File: config.mk
export PLATFORM = sky130hd
export DESIGN_NAME = cmd_assembler
export DESIGN_NICKNAME = d
export VERILOG_FILES = /design/src/rtl/enclave_cmd_pkg.sv /design/src/rtl/res_buffer.sv /design/src/rtl/cmd_assembler.sv
export SDC_FILE = /design/constraint.sdc
export NUM_CORES = 1
export LEC_CHECK = 0
export CAP_MARGIN = 0
export CORE_ASPECT_RATIO = 0.5
export CORE_MARGIN = 2
export CORE_UTILIZATION = 40
export DETAILED_ROUTE_END_ITERATION = 8
export MAX_ROUTING_LAYER = met4
export PLACE_DENSITY = 0.68
export SLEW_MARGIN = 25
export SYNTH_ARGS = -nofsm -noshare
export SYNTH_HDL_FRONTEND = slang
export SYNTH_HIERARCHICAL = 1
export SYNTH_SLANG_ARGS = --single-unit
File: constraint.sdc
create_clock -name wb_clk_i -period 3.15 [get_ports wb_clk_i]
set_input_delay 0.7875 -clock wb_clk_i [delete_from_list [all_inputs] [get_ports wb_clk_i]]
set_output_delay 0.7875 -clock wb_clk_i [all_outputs]
set_load 0.02 [all_outputs]
File: src/rtl/enclave_cmd_pkg.sv
// Shared state encoding, header layout and size defaults for the enclave command path.
package enclave_cmd_pkg;

    localparam int DATA_W_DEF       = 32;
    localparam int MAX_OPERANDS_DEF = 8;
    localparam int MAX_RESULTS_DEF  = 4;
    localparam int OPCODE_W_DEF     = 8;

    // Header word layout: [31:24] opcode, [19:16] operand count, [11:8] result count.
    localparam int HDR_OPC_LSB = 24;
    localparam int HDR_N_LSB   = 16;
    localparam int HDR_M_LSB   = 8;
    localparam int HDR_CNT_W   = 4;

    typedef enum logic [2:0] {
        IDLE,
        COLLECT,
        ISSUE,
        WAIT_RES,
        DRAIN
    } state_t;

    typedef struct packed {
        logic [OPCODE_W_DEF-1:0] opcode;
        logic [HDR_CNT_W-1:0]    n;
        logic [HDR_CNT_W-1:0]    m;
    } hdr_t;

endpackage

File: src/rtl/res_buffer.sv
// Result word store: filled in order up to depth words, then read back in order.
// Latency: write lands next cycle; rd_data is a combinational view of slot ridx.
// Backpressure: writes are dropped once full; clr rewinds both indexes.
module res_buffer #(
    parameter int  DATA_W = 32,
    parameter int  DEPTH  = 4,
    localparam int CW     = $clog2(DEPTH + 1),
    localparam int AW     = (DEPTH > 1) ? $clog2(DEPTH) : 1
) (
    input  logic              clk,
    input  logic              rst,
    input  logic              clr,
    input  logic [CW-1:0]     depth,
    input  logic              wr_en,
    input  logic [DATA_W-1:0] wr_data,
    output logic              wr_last,
    output logic              full,
    input  logic              rd_adv,
    output logic [DATA_W-1:0] rd_data,
    output logic              rd_last
);

    logic [DATA_W-1:0] mem [DEPTH];
    logic [CW-1:0]     widx;
    logic [CW-1:0]     ridx;

    always_ff @(posedge clk) begin
        if (rst) begin
            widx <= '0;
            ridx <= '0;
            for (int i = 0; i < DEPTH; i++) mem[i] <= '0;
        end else if (clr) begin
            widx <= '0;
            ridx <= '0;
        end else begin
            if (wr_en && !full) begin
                mem[widx[AW-1:0]] <= wr_data;
                widx              <= widx + CW'(1);
            end
            if (rd_adv) ridx <= ridx + CW'(1);
        end
    end

    assign full    = (widx == depth);
    assign wr_last = (widx + CW'(1) == depth);
    assign rd_last = (ridx + CW'(1) == depth);
    assign rd_data = mem[ridx[AW-1:0]];

endmodule

File: src/rtl/cmd_assembler.sv
// Builds a header + operand command from controller write words, hands it to the core, returns results per host read.
// Latency: op_valid 1 cycle after the last operand is accepted; out_valid 1 cycle after the m-th result.
// Backpressure: op_valid holds until op_ready; out_valid holds until out_ack; words arriving mid-command are dropped as overruns.
module cmd_assembler
    import enclave_cmd_pkg::*;
#(
    parameter int DATA_W       = DATA_W_DEF,
    parameter int MAX_OPERANDS = MAX_OPERANDS_DEF,
    parameter int MAX_RESULTS  = MAX_RESULTS_DEF,
    parameter int OPCODE_W     = OPCODE_W_DEF
) (
    input  logic                           wb_clk_i,
    input  logic                           wb_rst_i,
    input  logic                           in_valid,
    input  logic [DATA_W-1:0]              in_data,
    input  logic                           config_en,
    output logic                           op_valid,
    output logic [OPCODE_W-1:0]            op_code,
    output logic [3:0]                     op_count,
    output logic [MAX_OPERANDS*DATA_W-1:0] op_operands,
    input  logic                           op_ready,
    input  logic                           res_valid,
    input  logic [DATA_W-1:0]              res_data,
    output logic                           res_ready,
    output logic                           out_valid,
    output logic [DATA_W-1:0]              out_data,
    input  logic                           out_ack,
    output logic                           busy,
    output logic                           error
);

    localparam int OAW = (MAX_OPERANDS > 1) ? $clog2(MAX_OPERANDS) : 1;
    localparam int RCW = $clog2(MAX_RESULTS + 1);

    state_t            state;
    logic              in_valid_q;
    logic              accept;
    hdr_t              hdr;
    logic              hdr_ok;
    logic              take_hdr;
    logic [3:0]        idx;
    logic [RCW-1:0]    m_q;
    logic [DATA_W-1:0] opnd_q [MAX_OPERANDS];

    logic              res_wr;
    logic              res_wr_last;
    logic              res_full;
    logic              res_rd_last;

    // A held strobe is one word: only the low-to-high transition is taken.
    assign accept = in_valid && !in_valid_q;

    assign hdr = '{opcode: in_data[HDR_OPC_LSB +: OPCODE_W_DEF],
                   n:      in_data[HDR_N_LSB +: HDR_CNT_W],
                   m:      in_data[HDR_M_LSB +: HDR_CNT_W]};

    assign hdr_ok = (hdr.n != '0) && (hdr.n <= HDR_CNT_W'(MAX_OPERANDS)) &&
                    (hdr.m != '0) && (hdr.m <= HDR_CNT_W'(MAX_RESULTS));

    assign take_hdr = accept && config_en && hdr_ok && (state == IDLE || state == COLLECT);

    assign res_wr = res_valid && res_ready && !res_full;
    assign busy   = (state != IDLE);

    always_ff @(posedge wb_clk_i) begin
        if (wb_rst_i) begin
            state      <= IDLE;
            in_valid_q <= 1'b0;
            idx        <= '0;
            m_q        <= '0;
            op_valid   <= 1'b0;
            op_code    <= '0;
            op_count   <= '0;
            res_ready  <= 1'b0;
            out_valid  <= 1'b0;
            error      <= 1'b0;
            for (int i = 0; i < MAX_OPERANDS; i++) opnd_q[i] <= '0;
        end else begin
            in_valid_q <= in_valid;

            if (accept && (state == ISSUE || state == WAIT_RES || state == DRAIN))
                error <= 1'b1;

            // Clearing every slot here is what keeps unused operand slots at zero.
            if (take_hdr) begin
                op_code  <= hdr.opcode;
                op_count <= hdr.n;
                m_q      <= hdr.m[RCW-1:0];
                idx      <= '0;
                for (int i = 0; i < MAX_OPERANDS; i++) opnd_q[i] <= '0;
            end

            case (state)
                IDLE: begin
                    if (accept) begin
                        if (take_hdr) begin
                            error <= 1'b0;
                            state <= COLLECT;
                        end else begin
                            error <= 1'b1;
                        end
                    end
                end
                COLLECT: begin
                    if (accept) begin
                        if (config_en) begin
                            error <= 1'b1;
                            if (!hdr_ok) state <= IDLE;
                        end else begin
                            opnd_q[idx[OAW-1:0]] <= in_data;
                            idx                  <= idx + 4'd1;
                            if (idx + 4'd1 == op_count) begin
                                op_valid <= 1'b1;
                                state    <= ISSUE;
                            end
                        end
                    end
                end
                ISSUE: begin
                    if (op_ready) begin
                        op_valid  <= 1'b0;
                        res_ready <= 1'b1;
                        state     <= WAIT_RES;
                    end
                end
                WAIT_RES: begin
                    if (res_wr && res_wr_last) begin
                        res_ready <= 1'b0;
                        out_valid <= 1'b1;
                        state     <= DRAIN;
                    end
                end
                DRAIN: begin
                    if (out_ack && res_rd_last) begin
                        out_valid <= 1'b0;
                        state     <= IDLE;
                    end
                end
                default: state <= IDLE;
            endcase
        end
    end

    for (genvar g = 0; g < MAX_OPERANDS; g++) begin : g_pack
        assign op_operands[g*DATA_W +: DATA_W] = opnd_q[g];
    end

    res_buffer #(
        .DATA_W (DATA_W),
        .DEPTH  (MAX_RESULTS)
    ) u_res_buffer (
        .clk     (wb_clk_i),
        .rst     (wb_rst_i),
        .clr     (state == ISSUE),
        .depth   (m_q),
        .wr_en   (res_wr),
        .wr_data (res_data),
        .wr_last (res_wr_last),
        .full    (res_full),
        .rd_adv  (out_valid && out_ack),
        .rd_data (out_data),
        .rd_last (res_rd_last)
    );

endmodule

==> impl_metrics.toml, run 1 <==
[sta]
rsz0062_at_grt = "no"
skew_ps = 24.4
finalCritPeriodShare_pct = 97.1
fin_setup_tns_ps = 0
tightest_slew_ps = 537
fin_crit_ps = 3060
drv_slew = 0
hold_viol = 0
max_freq_mhz = 327
max_slew_margin_pct = 63.8
setup_violations = 0
fin_ws_ps = 90.1

[worst_setup_path]
crit_type = "register to output port"
cp_slowest_stage_delay_ps = 560
worstPathArrival_ps = 2270
endpoint_kind = "output port"
start_kind = "register"
path_delay_family = "buffers and inverters"
cp.buffers_inverters = 2
required_ps = 2360
critPathSlowestCell = "clkdlybuf4s50_1"
cp_max_fo = 8
path_cells = "buf_12 > mux4_2 > clkdlybuf4s50_1"

[final_layout]
instances_no_fill = 2116
num-nets-final = 1584
n_antenna_cell = 0
area.growth.synth_to_final_pct = 35.4
n_fill_cell = 3384
drive_above_1_share_pct = 14.0

[route]
drc = 0
ant_nets = 0
totalWireLength_um = 48800
vias_per_cell = 5.10
wl_per_cell_um = 23.1
firstDrtPassIters = 8
drt_iter0_drc = 821
num_vias = 10795

[clocking]
cts_tree = "built"
root_buffer = "clkbuf_16"
clkSinkCount = 419
htree_levels = 2
clk_latency_ps = 550
cts-root-to-sink-buffers = 3
clk_pin_slew_ps = 60
numCtsBuffers = 40

[grt]
grt_pass1_wl_um = 70400
antenna_found_initial = 0
grt_max_degree = 97
grt.total_usage_pct = 22.0
grt-ovfl-total = 0
grt_pass1_vias = 10935

[synthesis]
syn_avg_cell_area_um2 = 15.6
synth.top_cell.area_share_pct = 67.1
netlist_area_um2 = 17200
ys_warn_count = 6
synth_cell_types = 59
ys_seq_area_share_pct = 71.2
synth_area_leader_cell = "edfxtp_1"
yosys-top-cells-area = "edfxtp_1 67%, and2_1 11%, mux4_2 4.2%"
synth-main-ff-cell = "edfxtp_1"
async_reset_ff_share_pct = 0
synth-edff-count = 384
synth_nets = 1177
synthCells = 1103
ys_seq_elements = 419

[place]
gp_congestion = 0.853
io_buffers = 375
hpwl_um = 33400
dpl.cell_count = 2041
place_ws_ps = -299

[worst_hold_path]
hold_class = "register to register"

[outcome]
status = "completed"

[job]
maxCapViolations = 0

[floorplan]
die_y_um = 151
fp-row-count = 53
start_util_pct = 40.7
io_pins = 376
die_w_um = 297
coreArea_um2 = 42200
dieArea_um2 = 44700

[power]
leakage_nw = 8.88
cellPowerDensity_nw_per_um2 = 519
ir_drop_v = 0.000309
report_power, final:
part	switching [mW]	internal [mW]	leakage, nW
clock network	2.05	2.52	0.601
registers	0.0996	6.27	4.26
logic	0.646	0.494	4.02
cells in the mapped netlist (all sizes together) (5+ instances only):
master,number
xnor2,12
and3,101
mux2i,16
mux4,32
nor2,33
nor3,9
a21oi,12
inv,9
buf,32
edfxtp,384
xor2,5
and2,290
dfxtp,35
nand2b,14
nand3,8
clkbuf,42
nand2,9
timing repair:
action	4_1_cts	5_1_grt
setup buffers	4	0
hold buffers	0	0
endpoints found under the setup margin	27	0
resized for setup	11	0
area by class of cell:
| type | count | area (µm²) | share of cell area, % |
|---|---|---|---|
| Sequential cell | 419 | 12200 | 52.6 |
| Multi-Input combinational cell | 601 | 4550 | 19.6 |
| Timing Repair Buffer | 439 | 4500 | 19.3 |
| Clock buffer | 52 | 1080 | 4.63 |
| Tap cell | 577 | 722 | 3.10 |
| Clock inverter | 19 | 150 | 0.645 |
| Inverter | 9 | 33.8 | 0.145 |
cell usage in the layout, fill, tap and decap left out, drive strengths merged, types with 3 or more instances in the layout:
master and instances:
a211o 3, a21oi 12, a311oi 3, a31oi 3
and2 290, and2b 3, and3 101, buf 64
clkbuf 52, clkdlybuf4s50 365, clkinv 14, dfxtp 35
dlygate4sd2 10, edfxtp 384, ha 3, inv 12
mux2i 16, mux4 32, nand2 9, nand2b 14
nand3 8, nor2 33, nor2b 4, nor3 9
nor4 4, or2 4, or3 4, or4 3
xnor2 12, xor2 5
metal layers:
layer,track usage (%),share of wire (%),up-vias
met2,38.9,53,339
li1,-,-,4835
met4,8.54,4.2,0
met3,3.69,4.9,106
met1,25.3,38,5515
met5,-,0,-
metrics by stage:
| step | hold slack (ps) | power (mW) | utilization (%) | area [µm²] |
|---|---|---|---|---|
| finish | 505 | 12.1 | 55.2 | 23300 |
| global route | 522 | 12.5 | 55.2 | 23300 |
| CTS | 504 | 12.2 | 55.2 | 23300 |
| detailed placement | 495 | 7.63 | 52.2 | 22000 |
| global placement | 475 | 7.61 | 52.2 | 22000 |
| floorplan | 463 | 6.91 | - | 17200 |
flip-flops by register name, summed over array words and instances (netlist names), named ones only:
register           cells
error                  1
idx                    4
in_valid_q             1
m_q                    3
op_code                8
op_count               4
op_valid               1
opnd_q               256
out_valid              1
res_ready              1
state                  3
u_res_buffer/mem     128
u_res_buffer/ridx      3
u_res_buffer/widx      3
worst min-delay path, stage by stage, from the launching register on:
cell and delay [ps]:
dfxtp_1 330, nand3_1 70, a21oi_1 60
path summary, 6_finish.rpt:
check / to / slack [ps] / from / cells after the start
worst max-delay path: out_data[20] / 90 / register / 3
worst min-delay path: idx[3] / 510 / idx[3] / 2
worst max register to register: u_res_buffer/mem[0][12] / 530 / u_res_buffer/widx[0] / 8
worst min register to register: idx[3] / 510 / idx[3] / 2
logic make-up (layout without fill, tap and decap cells):
logic type | Yosys count | after routing | share of synthesized area [%]
and+or+nand+nor | 495 | 495 | 18.0
DFF | 419 | 419 | 71.2
buffers and inverters | 83 | 519 | 2.53
muxes | 48 | 48 | 5.13
AOI/OAI and AO/OA | 38 | 38 | 1.88
xor gates and xnor gates | 17 | 17 | 1.06
adders and majority gates | 3 | 3 | 0.219
Power figures use the tool's default switching activity.
==> run 2: changes to the inputs <==
--- a/config.mk
+++ b/config.mk
@@ -11,7 +11,7 @@
 export CORE_UTILIZATION = 40
 export DETAILED_ROUTE_END_ITERATION = 8
 export MAX_ROUTING_LAYER = met4
-export PLACE_DENSITY = 0.68
+export PLACE_DENSITY = 0.66
 export SLEW_MARGIN = 25
 export SYNTH_ARGS = -nofsm -noshare
 export SYNTH_HDL_FRONTEND = slang
==> constraint.sdc (replaced) <==
create_clock -name wb_clk_i -period 2.9 [get_ports wb_clk_i]
set_input_delay 0.725 -clock wb_clk_i [delete_from_list [all_inputs] [get_ports wb_clk_i]]
set_output_delay 0.725 -clock wb_clk_i [all_outputs]
set_load 0.02 [all_outputs]
==> impl_metrics.toml, run 2 (synthesized netlist as in run 1, its figures left out) <==
[clocking]
post-cts-setup-buffers = 0
clk_latency_ps = 540
htree_levels = 2
cts-root-to-sink-buffers = 3
root_buffer = "clkbuf_16"
clkSinkCount = 419
clk_pin_slew_ps = 60
postCtsHoldBufs = 0
numCtsBuffers = 40
cts_tree = "built"

[final_layout]
num-nets-final = 1585
layout_common_cells = "384 x edfxtp_1, 343 x clkdlybuf4s50_1, 290 x and2_1"
drive_above_1_share_pct = 14.5
final_common_cell = "edfxtp_1"
area.growth.synth_to_final_pct = 36.3
largest-register = "opnd_q"
fin_area_um2 = 23400
largest_reg_flops = 256
layout_top_registers = "opnd_q x256, u_res_buffer/mem x128, op_code x8"

[sta]
tightest_slew_ps = 601
finalCritPeriodShare_pct = 97.6
rsz0062_at_grt = "no"
fin_ws_ps = 71.0
hold_viol = 0
fin_crit_ps = 2830
fin_setup_tns_ps = 0
skew_ps = 25.1
setup_violations = 0
max_slew_margin_pct = 59.6
drv_slew = 0
max_freq_mhz = 353

[floorplan]
die_w_um = 297
dieArea_um2 = 44700
fp-row-count = 53
start_util_pct = 40.7
coreArea_um2 = 42200
io_pins = 376
die_y_um = 151

[place]
place_area_um2 = 22100
place_ws_ps = -494
io_buffers = 375
hpwl_um = 33700
gp_congestion = 0.843

[worst_setup_path]
worstPathArrival_ps = 2100
cp_slowest_stage_delay_ps = 560
critPathSlowestCell = "mux4_2"
required_ps = 2170
path_cells = "buf_12 > mux4_2 > dlygate4sd2_1"
cp_max_fo = 16
start_kind = "register"
endpoint_kind = "output port"
crit_type = "register to output port"

[grt]
grt_use_met3_pct = 2.58
grt_use_met1_pct = 25.8
grt_pass1_vias = 10786
busiest_layer = "met2"
grt.met2_usage_pct = 40.0
grt.total_usage_pct = 22.3
grt-ovfl-total = 0
grt_pass1_wl_um = 71500
grt_max_degree = 97
antenna_found_initial = 1

[route]
wl_per_cell_um = 23.2
drc = 0
vias_per_cell = 5.08
firstDrtPassIters = 5
totalWireLength_um = 49200
ant_nets = 0
num_vias = 10764
drt_iter0_drc = 969

[power]
leakage_nw = 9.01
ir_drop_v = 0.000370
power_mw = 13.6
cellPowerDensity_nw_per_um2 = 582

[job]
maxCapViolations = 0

[outcome]
status = "completed"

[worst_hold_path]
hold_class = "register to register"
-- run 2: changes by cell type in the layout (fill, tap and decap cells not counted), sizes merged --
cell           delta
inv               -3
dlygate4sd2      +22
diode             +1
buf               +1
bufinv            +5
clkinvlp          +1
clkbuf            -5
clkinv            +4
clkdlybuf4s50    -22
-- run 2: layout make-up --
type | count | area (µm²)
Clock inverter | 26 | 297
Tap cell | 577 | 722
Antenna cell | 1 | 2.50
Timing Repair Buffer | 440 | 4510
Clock buffer | 47 | 1070
Inverter | 9 | 33.8
Sequential cell | 419 | 12200
Fill cell | 3393 | 18800
Multi-Input combinational cell | 601 | 4550
-- run 2: worst paths after layout --
kind	start	end	slack, ps	depth (start not counted)
worst max-delay path	register	out_data[20]	70	3
worst min-delay path	op_code[7]	op_code[7]	500	2
worst max register to register	u_res_buffer/widx[0]	u_res_buffer/mem[1][8]	240	9
worst min register to register	op_code[7]	op_code[7]	500	2
-- run 2: power by group --
group	internal (mW)	leakage [nW]	switching (mW)
clock network	3.19	0.668	2.29
logic	0.535	4.09	0.705
registers	6.81	4.26	0.103
total	10.5	9.01	3.10
-- run 2: through the flow --
step	hold WS, ps	util (%)	std cells
after floorplan	463	-	1103
after global placement	480	52.3	2045
after detailed placement	488	52.3	2045
after CTS	504	55.5	2119
after global routing	545	55.5	2120
final	504	55.5	2120
-- run 2: routing by layer --
layer  vias to the layer above  share of wire [%]
met4                         0                4.1
met5                         -                  0
met2                       313                 54
met3                       106                4.0
li1                       4825                  -
met1                      5520                 38
-- run 2: worst max-delay path, delay by kind of cell, from the launching register on --
kind                   cells  cell delay, ps
buffers and inverters      2             560
muxes                      1             560
DFF                        1             430
-- run 2: timing repair --
item | in CTS | in global routing
pin swaps | 0 | 0
setup endpoints to repair | 32 | 5
gates cloned | 1 | 0
resized for setup | 33 | 1
==> run 3: changes to the inputs <==
--- a/config.mk
+++ b/config.mk
@@ -9,10 +9,11 @@
 export CORE_ASPECT_RATIO = 0.5
 export CORE_MARGIN = 2
 export CORE_UTILIZATION = 40
+export CTS_CLUSTER_DIAMETER = 50
 export DETAILED_ROUTE_END_ITERATION = 8
 export MAX_ROUTING_LAYER = met4
 export PLACE_DENSITY = 0.66
-export SLEW_MARGIN = 25
+export SLEW_MARGIN = 20
 export SYNTH_ARGS = -nofsm -noshare
 export SYNTH_HDL_FRONTEND = slang
 export SYNTH_HIERARCHICAL = 1
==> impl_metrics.toml, run 3 (synthesized netlist as in run 1, its figures left out) <==
[outcome]
status = "completed"

[clocking]
post-cts-setup-buffers = 0
cts_resized = 32
cts_tree = "built"
postCtsHoldBufs = 0
htree_levels = 2
cts-root-to-sink-buffers = 3
clk_latency_ps = 540
numCtsBuffers = 41
clk_pin_slew_ps = 60
clkSinkCount = 419
root_buffer = "clkbuf_16"

[grt]
grt_max_degree = 97
grt_pass1_wl_um = 71000
grt_pass1_vias = 10710
antenna_found_initial = 0
grt-ovfl-total = 0
grt.total_usage_pct = 22.1

[route]
drt_iter0_drc = 956
num_vias = 10682
firstDrtPassIters = 6
totalWireLength_um = 49000
ant_nets = 0
drc = 0
wl_per_cell_um = 23.1
vias_per_cell = 5.05

[sta]
skew_ps = 25.2
finalCritPeriodShare_pct = 96.8
drv_slew = 0
fin_ws_ps = 91.9
fin_setup_tns_ps = 0
setup_violations = 0
rsz0062_at_grt = "no"
hold_viol = 0
fin_crit_ps = 2810
max_slew_margin_pct = 60.2
max_freq_mhz = 356
tightest_slew_ps = 592

[worst_setup_path]
reg2reg_depth = 9
r2r_start = "u_res_buffer/widx[0]"
r2r_setup_slack_ps = 230
required_ps = 2170
endpoint_kind = "output port"
endpoint = "out_data[19]"
start_kind = "register"
rr_endpoint = "u_res_buffer/mem[2][8]"
cp_max_fo = 32
worstPathArrival_ps = 2080
crit_type = "register to output port"

[final_layout]
largest_reg_flops = 256
largest-register = "opnd_q"
layout_common_cells = "384 x edfxtp_1, 343 x clkdlybuf4s50_1, 290 x and2_1"
drive_above_1_share_pct = 14.4
num-nets-final = 1585
area.growth.synth_to_final_pct = 36.2
final_common_cell = "edfxtp_1"
layout_top_registers = "opnd_q x256, u_res_buffer/mem x128, op_code x8"
n_antenna_cell = 0

[power]
leakage_nw = 9.01
ir_drop_v = 0.000375
cellPowerDensity_nw_per_um2 = 585

[place]
hpwl_um = 33700
io_buffers = 375
gp_congestion = 0.843
place_ws_ps = -494

[floorplan]
die_w_um = 297
start_util_pct = 40.7
io_pins = 376
dieArea_um2 = 44700
die_y_um = 151
coreArea_um2 = 42200
fp-row-count = 53

[worst_hold_path]
hold_class = "register to register"

[job]
maxCapViolations = 0
[run 3: cell count changes in the layout (fill, tap and decap cells not counted)]
| cell | before | now |
|---|---|---|
| clkinv_2 | 9 | 6 |
| diode_2 | 1 | 0 |
| clkbuf_1 | 5 | 4 |
| clkinv_8 | 1 | 0 |
| clkinvlp_4 | 2 | 3 |
| inv_6 | 0 | 2 |
| buf_16 | 1 | 0 |
| clkbuf_16 | 42 | 43 |
| clkinv_4 | 2 | 1 |
| inv_8 | 0 | 1 |
[run 3: worst min path at each step]
stage	from	end	slack [ps]	depth (start not counted)
detailed placement	op_code[6]	op_code[6]	490	2
CTS	op_code[6]	op_code[6]	500	2
finish	op_code[6]	op_code[6]	500	2
global placement	op_code[1]	op_code[1]	480	2
floorplan	m_q[1]	m_q[1]	460	2
global route	idx[3]	idx[3]	540	2
[run 3: worst max-delay path: stages (launching register included)]
cell           delay [ps]
dfxtp_2               340
buf_12                260
mux4_2                560
dlygate4sd2_1         350
[run 3: power by group]
| part | total (mW) | switching, mW | internal [mW] |
|---|---|---|---|
| Combinational | 1.24 | 0.706 | 0.535 |
| Sequential | 6.91 | 0.104 | 6.81 |
| Clock | 5.54 | 2.29 | 3.25 |
[run 3: routing by layer]
| metal | vias up | share of wire [%] | global-route usage [%] |
|---|---|---|---|
| li1 | 4832 | - | - |
| met1 | 5475 | 38 | 25.8 |
| met2 | 280 | 54 | 40.0 |
| met3 | 95 | 4.0 | 2.50 |
| met4 | 0 | 3.9 | 8.21 |
| met5 | - | 0 | - |
[run 3: final cells by class]
class | count | area [µm²]
fill | 3403 | 18800
sequential | 419 | 12200
multi-input combinational | 601 | 4550
timing repair buffer | 439 | 4480
clock buffer | 47 | 1090
tap | 577 | 722
clock inverter | 25 | 293
inverter | 9 | 33.8
[run 3: through the flow]
step                area [µm²]  cells  utilization (%)  power [mW]  hold WS [ps]
floorplan                17200   1103                -        7.51           463
global placement         22100   2045             52.3        8.28           480
detailed placement       22100   2045             52.3        8.30           488
CTS                      23400   2117             55.5        13.8           504
global route             23400   2117             55.5        14.1           545
finish                   23400   2117             55.5        13.7           505
